$ cat src/rtl/router_fifo.sv
// Per-destination output FIFO with packet-boundary tracking; data_out is registered, so a read accepted at an edge shows its byte right after that edge.
// There is no backpressure: a write while full is dropped, a read while empty is ignored, and soft_reset flushes the FIFO ahead of both.
module router_fifo #(
    parameter int DEPTH = 16,
    parameter int WIDTH = 8
) (
    input  logic             clk,
    input  logic             resetn,
    input  logic             soft_reset,
    input  logic             we,
    input  logic             lfd_state,
    input  logic [WIDTH-1:0] data_in,
    input  logic             re,
    output logic [WIDTH-1:0] data_out,
    output logic             empty,
    output logic             full,
    output logic             rd_busy
);

    localparam int AW = $clog2(DEPTH);

    logic [WIDTH:0] mem [DEPTH];
    logic [AW:0]    wr_ptr;
    logic [AW:0]    rd_ptr;
    logic [6:0]     rd_cnt;
    logic           wr_en;
    logic           rd_en;
    logic [WIDTH:0] rd_entry;

    // The extra MSB on each pointer separates full from empty when the index bits match.
    assign empty    = (wr_ptr == rd_ptr);
    assign full     = (wr_ptr[AW] != rd_ptr[AW]) && (wr_ptr[AW-1:0] == rd_ptr[AW-1:0]);
    assign wr_en    = we && !full && !soft_reset;
    assign rd_en    = re && !empty && !soft_reset;
    assign rd_entry = mem[rd_ptr[AW-1:0]];
    assign rd_busy  = (rd_cnt != 7'd0);

    // Storage is never cleared; a flush only resets the pointers.
    always_ff @(posedge clk) begin
        if (wr_en) begin
            mem[wr_ptr[AW-1:0]] <= {lfd_state, data_in};
        end
    end

    always_ff @(posedge clk or negedge resetn) begin
        if (!resetn) begin
            wr_ptr <= '0;
            rd_ptr <= '0;
        end else if (soft_reset) begin
            wr_ptr <= '0;
            rd_ptr <= '0;
        end else begin
            if (wr_en) begin
                wr_ptr <= wr_ptr + (AW+1)'(1);
            end
            if (rd_en) begin
                rd_ptr <= rd_ptr + (AW+1)'(1);
            end
        end
    end

    // A header byte loads the payload length plus one for the trailing parity byte.
    always_ff @(posedge clk or negedge resetn) begin
        if (!resetn) begin
            rd_cnt   <= 7'd0;
            data_out <= '0;
        end else if (soft_reset) begin
            rd_cnt   <= 7'd0;
            data_out <= '0;
        end else if (rd_en) begin
            data_out <= rd_entry[WIDTH-1:0];
            if (rd_entry[WIDTH]) begin
                rd_cnt <= {1'b0, rd_entry[7:2]} + 7'd1;
            end else if (rd_cnt != 7'd0) begin
                rd_cnt <= rd_cnt - 7'd1;
            end
        end else if (rd_cnt == 7'd0) begin
            data_out <= '0;
        end
    end

endmodule

$ cat config.mk
export PLATFORM = sky130hd
export DESIGN_NAME = router_fifo
export DESIGN_NICKNAME = d
export VERILOG_FILES = /design/src/rtl/router_fifo.sv
export SDC_FILE = /design/constraint.sdc
export NUM_CORES = 1
export LEC_CHECK = 0
export BUFFER_PORTS_ARGS = -buffer_cell sky130_fd_sc_hd__buf_2
export CORE_MARGIN = 2
export CORE_UTILIZATION = 50
export CTS_BUF_LIST = sky130_fd_sc_hd__clkbuf_8 sky130_fd_sc_hd__clkbuf_16
export DETAILED_ROUTE_END_ITERATION = 8
export PLACE_DENSITY = 0.77
export SYNTH_ARGS = -nofsm -noshare
export SYNTH_HDL_FRONTEND = slang
export SYNTH_SLANG_ARGS = --single-unit
$ cat constraint.sdc
create_clock -name clk -period 3.6 [get_ports clk]
set_input_delay 0.18 -clock clk [delete_from_list [all_inputs] [get_ports clk]]
set_output_delay 0.18 -clock clk [all_outputs]
set_load 0.1 [all_outputs]
==> metrics.yaml, run 1 <==
drt.antenna.violating_nets: 0
clock_latency_ns: 0.42
hpwl_um: 8710
synthArstFlopShare_pct: 14.8
antenna_found_initial: 0
hp-start: "data_in[2]"
die_area_mm2: 0.0150
yosysWarnings: 0
route.detailed.drc: 0
fin_crit_ns: 2.85
arrival_ns: 2.67
diodes: 0
synth_edf_count: 144
cts-root-buf: "clkbuf_16"
leakagePower_nw: 2.71
syn_inst: 394
avgViaCountPerCell: 5.78
fin_tns_setup_ns: 0
die_y_um: 122
preCtsSetupSlack_ns: 0.907
cts_max_path_buffers: 2
syn_to_final_growth_pct: 13.8
setup-violations-final: 0
synth.most_common_cell: "edfxtp_1"
final_net_count: 461
routedWlPerCell_um: 22.4
period_share_pct: 79.2
portBuffers: 24
r2r_start: "rd_ptr[0]$_DFFE_PN0P_"
worstHoldPathType: "in -> reg"
synth_top_flop_cell: "edfxtp_1"
clock.fmax_mhz: 351
worst_slack_ns: 0.748
syn_area_per_cell_um2: 17.8
powerDensity_mw_per_mm2: 614
slew_headroom_pct: 22.7
grt.overflow.total: 0
nFillCells: 1065
first_global_vias: 3727
drt_iter0_drc: 359
synthesis.area_mm2: 0.00701
cap_violations: 0
cts_made_buffers: 17
crit_path_start: "rd_cnt[0]$_DFFE_PN0P_"
synth_commonest_cells: "edfxtp_1 (144), mux4_2 (41), nor2_1 (30), dfrtp_1 (25), nand2_1 (16)"
htreeDepth: 4
rsz0062_at_grt: "false"
drive_above_1_share_pct: 27.4
fp.dieW_um: 122
worstSetupStartpointType: "register"
clk_pin_slew_ns: 0.07
initial_core_util_pct: 50.9
cp_max_fo: 12
dr.pass1.iters: 4
irDropWorstVdd_mv: 0.560
place.gp.congestion: 0.858
synth.largest_area_cell: "edfxtp_1"
fin_skew_ns: 0.00644
fin_util_pct: 58.0
rows: 43
worstMarginPinSlew_ns: 1.15
cp-end-kind: "output pin"
track_usage_pct: 20.9
ys_seq_area_share_pct: 70.6
path_class: "reg -> out"
cts_tree: "yes"
ys_top_cells_by_area: "edfxtp_1 (62%), mux4_2 (13%), dfrtp_1 (8.9%)"
report.final.slew_viol_count: 0
core_area_mm2: 0.0138
io_pins: 25
grt_max_degree: 32
syn_nets: 415
synth_top_area_share_pct: 61.6
ys_ff_latch: 169
grt_pass1_wl_um: 22000
status: "finished clean"
worstPathRequired_ns: 3.42
dr_total_vias: 3651
synth_cell_types: 41
cts_num_sinks: 169
hold_viol_final: 0
totalWireLength_um: 14200
==> routing by layer <==
metal / wire length, um / GRT usage, % / part of all wire (%) / up-vias
met5: 0 / 0 / 0 / -
met4: 270 / 7.47 / 1.9 / 0
met3: 873 / 4.83 / 6.2 / 15
met2: 7070 / 33.6 / 50 / 118
met1: 5970 / 28.3 / 42 / 1871
li1: - / - / - / 1647
==> path summary, 6_finish.rpt <==
kind,to,slack [ns],depth (start not counted)
max in group asynchronous,rd_ptr[1]$_DFFE_PN0P_,2.91,2
max reg2reg,rd_cnt[2]$_DFFE_PN0P_,0.91,8
min reg2reg,data_out[6]$_DFFE_PN0P_,0.54,2
min in group asynchronous,data_out[3]$_DFFE_PN0P_,0.28,2
min,mem[13][2]$_DFFE_PP_,0.13,1
max,rd_busy,0.75,6
==> sequential cells by signal, indices dropped and copies added, names as in the netlist <==
| register | count |
|---|---|
| mem | 144 |
| data_out | 8 |
| wr_ptr | 5 |
| rd_ptr | 5 |
| rd_cnt | 7 |
==> through the flow <==
stage | power [W] | hold slack (ns) | cell area, um^2 | cells
floorplan | 0.00303 | -0.116 | 7010 | 394
global placement | 0.00319 | 0.197 | 7410 | 600
detailed placement | 0.00321 | 0.201 | 7410 | 600
CTS | 0.00494 | 0.112 | 7980 | 632
global route | 0.00510 | 0.123 | 7980 | 632
finish | 0.00490 | 0.128 | 7980 | 632
==> cells in the final DEF (no fill, tap or decap), drive strengths merged, types with 2 or more instances in the layout <==
master  netlist  layout
clkbuf        8      17
xnor2         8       8
nand2b        6       6
inv           7      14
a21oi        12      12
mux2i        12      12
nor3          3       3
edfxtp      144     144
ha            7       7
nand4         5       5
o21a          3       3
nand3b        3       3
o21ai         9       9
o31ai         2       2
mux4         41      41
clkinv        0       5
a22oi         2       2
dfrtp        25      25
or3           2       2
nor2         31      31
buf          12      46
xor2          9       9
nand3        14      14
o22ai         2       2
nand2        16      16
==> power by group <==
part,internal (W),leakage [nW],switching [W]
Sequential,0.00217,1.64,0.0000486
Combinational,0.000320,0.795,0.000627
Clock,0.000967,0.278,0.000766
==> worst max-delay path, stage by stage (launching register included) <==
cell	delay, ns
dfrtp_1	0.41
inv_1	0.09
ha_1	0.20
or4b_1	0.53
nor3_2	0.35
inv_1	0.29
buf_2	0.37
==> cells by family after synthesis <==
kind of cell / share of synthesized area, %
DFF: 70.6
buffers and inverters: 2.03
and+or+nand+nor: 5.82
xor gates and xnor gates: 2.12
muxes: 14.9
AOI/OAI and AO/OA: 3.34
adders and majority gates: 1.25
==> timing repair <==
item / in CTS / in global routing
endpoints found under the hold margin: 25 / 0
setup buffers: 0 / 0
hold buffers: 1 / 0
gates resized for setup: 0 / 0
==> layout make-up <==
class	count	area, um^2	area share [%]
Clock buffer	17	425	5.33
Clock inverter	14	138	1.72
Inverter	7	26.3	0.329
Multi-Input combinational cell	198	1920	24.1
Sequential cell	169	4950	62.0
Tap cell	180	225	2.82
Timing Repair Buffer	47	295	3.70
Note: power is estimated with default switching activity, not from simulation.
==> inputs of run 2 (changes only) <==
PLACE_DENSITY = 0.79   (was 0.77)
clock period = 2.5 ns   (was 3.6 ns; I/O delays follow)
==> run 2 against run 1 <==
First-iteration DRC count rose by 15%. Register-to-register slack got worse by 0.86 ns. Via count rose by 7.0%. Flip-flop and latch count did not move. Final area rose by 1.5%. Critical path depth rose by 1. Global-route usage rose by 0.56 points. Final cell count rose by 2.2%. Clock power rose by 31%. Highest routed layer unchanged.
==> metrics.yaml, run 2 (synthesis results as in run 1) <==
status: "finished clean"
swShare_pct: 29.2  # -0.25 points
rr_endpoint: "rd_cnt[5]$_DFFE_PN0P_"
grt.overflow.total: 0  # unchanged
p_switching_w: 0.00205  # +42%
r2r_start: "rd_ptr[0]$_DFFE_PN0P_"
endpoint: "rd_cnt[5]$_DFFE_PN0P_"
fin_skew_ns: 0.00863  # +0.00218 ns
cap_violations: 0  # unchanged
rsz0062_at_grt: "true"
syn_to_final_growth_pct: 15.5
die_area_mm2: 0.0150  # unchanged
leakagePower_nw: 2.76  # +1.8%
clk_pin_slew_ns: 0.06  # about the same
io_pins: 25  # unchanged
route.detailed.drc: 0  # unchanged
worstHoldPathType: "in -> reg"
htreeDepth: 4  # unchanged
holdWs_ns: 0.0764  # -0.0514 ns
p_int_w: 0.00498  # +44%
pwr-share-seq_pct: 45.3  # about the same
grt_pass1_wl_um: 22600  # +3.0%
final_net_count: 475  # +3.0%
worstPathRequired_ns: 2.83  # -0.59 ns
worstMarginPinSlew_ns: 0.642  # -0.513 ns
cts_num_sinks: 169  # unchanged
arrival_ns: 2.78  # +0.11 ns
p_comb_share_pct: 22.6  # +3.3 points
worstSetupStartpointType: "register"
core_area_mm2: 0.0138  # unchanged
path_class: "reg -> reg"
irDropWorstVdd_mv: 0.480  # -14%
slew_headroom_pct: 57.2  # +34 points
cts_made_buffers: 17  # unchanged
routedWlPerCell_um: 22.9  # +2.2%
clock_power_share_pct: 32.1  # -3.3 points
drive_above_1_share_pct: 30.1  # +2.7 points
largest_reg_flops: 144  # unchanged
drt_iter0_drc: 412  # +15%
fin_area_mm2: 0.00810  # +1.5%
clock_latency_ns: 0.42  # about the same
seq_area_mm2: 0.00495  # unchanged
totalWireLength_um: 14800  # +4.4%
die_y_um: 122  # unchanged
r2r_cells: 7  # -1
fin_crit_ns: 2.45
hpwl_um: 9180  # +5.4%
portBuffers: 24  # unchanged
first_global_vias: 3913  # +5.0%
cts-root-buf: "clkbuf_16"
cp-end-kind: "register"
period_share_pct: 98.0
grt_max_degree: 39  # +22%
clock.fmax_mhz: 408
place.gp.congestion: 0.816  # -4.8%
nFillCells: 1000  # -6.1%
hold_path_depth: 1  # unchanged
drt.antenna.violating_nets: 0  # unchanged
multi_input_area_mm2: 0.00196  # +2.0%
antenna_found_initial: 1  # +1
powerDensity_mw_per_mm2: 868  # +41%
cts_tree: "yes"
setup-violations-final: 0  # unchanged
final_cell_mix: "edfxtp_1 (144), mux4_2 (41), buf_4 (34)"
cts_max_path_buffers: 2  # unchanged
initial_core_util_pct: 50.9  # unchanged
dr_total_vias: 3908  # +7.0%
hold_viol_final: 0  # unchanged
dr.pass1.iters: 5  # +1
fin_tns_setup_ns: 0  # unchanged
fp.dieW_um: 122  # unchanged
crit_path_start: "rd_ptr[0]$_DFFE_PN0P_"
final_common_cell: "edfxtp_1"
r2r_slack_ns: 0.05  # -0.86 ns
rows: 43  # unchanged
cp_max_fo: 10  # -2
avgViaCountPerCell: 6.05  # +4.7%
finalPower_w: 0.00703  # +43%
report.final.slew_viol_count: 0  # unchanged
place_area_mm2: 0.00751  # +1.4%
track_usage_pct: 21.5  # +0.56 points
==> run 2: final cells by class <==
type | count | area share (%)
clock inverter | 13 | 1.07
tap | 180 | 2.78
sequential | 169 | 61.1
timing repair buffer | 61 | 5.20
inverter | 7 | 0.355
clock buffer | 17 | 5.25
multi-input combinational | 198 | 24.2
antenna | 1 | 0.0309
==> run 2: worst min path at each step <==
stage,start,endpoint,slack (ns)
floorplan,resetn,data_out[0]$_DFFE_PN0P_,-0.17
detailed placement,resetn,rd_cnt[2]$_DFFE_PN0P_,0.15
global route,data_in[5],mem[6][5]$_DFFE_PP_,0.07
global placement,resetn,data_out[3]$_DFFE_PN0P_,0.14
finish,data_in[5],mem[13][5]$_DFFE_PP_,0.08
CTS,data_in[5],mem[15][5]$_DFFE_PP_,0.07
==> run 2: through the flow <==
step	std cells	util, %	setup slack (ns)
6_report	646	58.8	0.0496
3_3_place_gp	612	54.6	0.154
5_1_grt	645	58.8	-0.00354
2_1_floorplan	394	-	0.0735
3_5_place_dp	612	54.6	0.0779
4_1_cts	645	58.6	0.0220
==> run 2: power by group through the flow <==
stage | registers (W) | clock network [W] | logic [W]
global placement | 0.00323 | 0 | 0.00144
floorplan | 0.00335 | 0 | 0.00102
global route | 0.00319 | 0.00241 | 0.00169
detailed placement | 0.00324 | 0 | 0.00147
CTS | 0.00318 | 0.00230 | 0.00154
finish | 0.00319 | 0.00226 | 0.00159
==> run 2: repair_timing <==
| action | in CTS | in global routing |
|---|---|---|
| setup endpoints to repair | 1 | 29 |
| hold endpoints to repair | 28 | 0 |
| cloned | 0 | 0 |
| gates resized for setup | 3 | 10 |
| hold buffers | 2 | 0 |
| pin swaps | 1 | 0 |
| setup buffers | 1 | 0 |
==> run 2: metal layers <==
metal / vias up / wire length (um) / GRT usage, %
li1: 1673 / - / -
met1: 2032 / 5720 / 26.9
met2: 184 / 7880 / 36.5
met3: 19 / 931 / 5.48
met4: 0 / 274 / 7.40
met5: - / 0 / 0
==> run 2: worst max-delay path, cell delays in order (launching register included) <==
cell and delay (ns):
dfrtp_2 0.38, buf_4 0.22, mux4_2 0.56, mux4_2 0.63, nor2_4 0.16, a32o_1 0.19
a21oi_1 0.06, o221ai_2 0.16
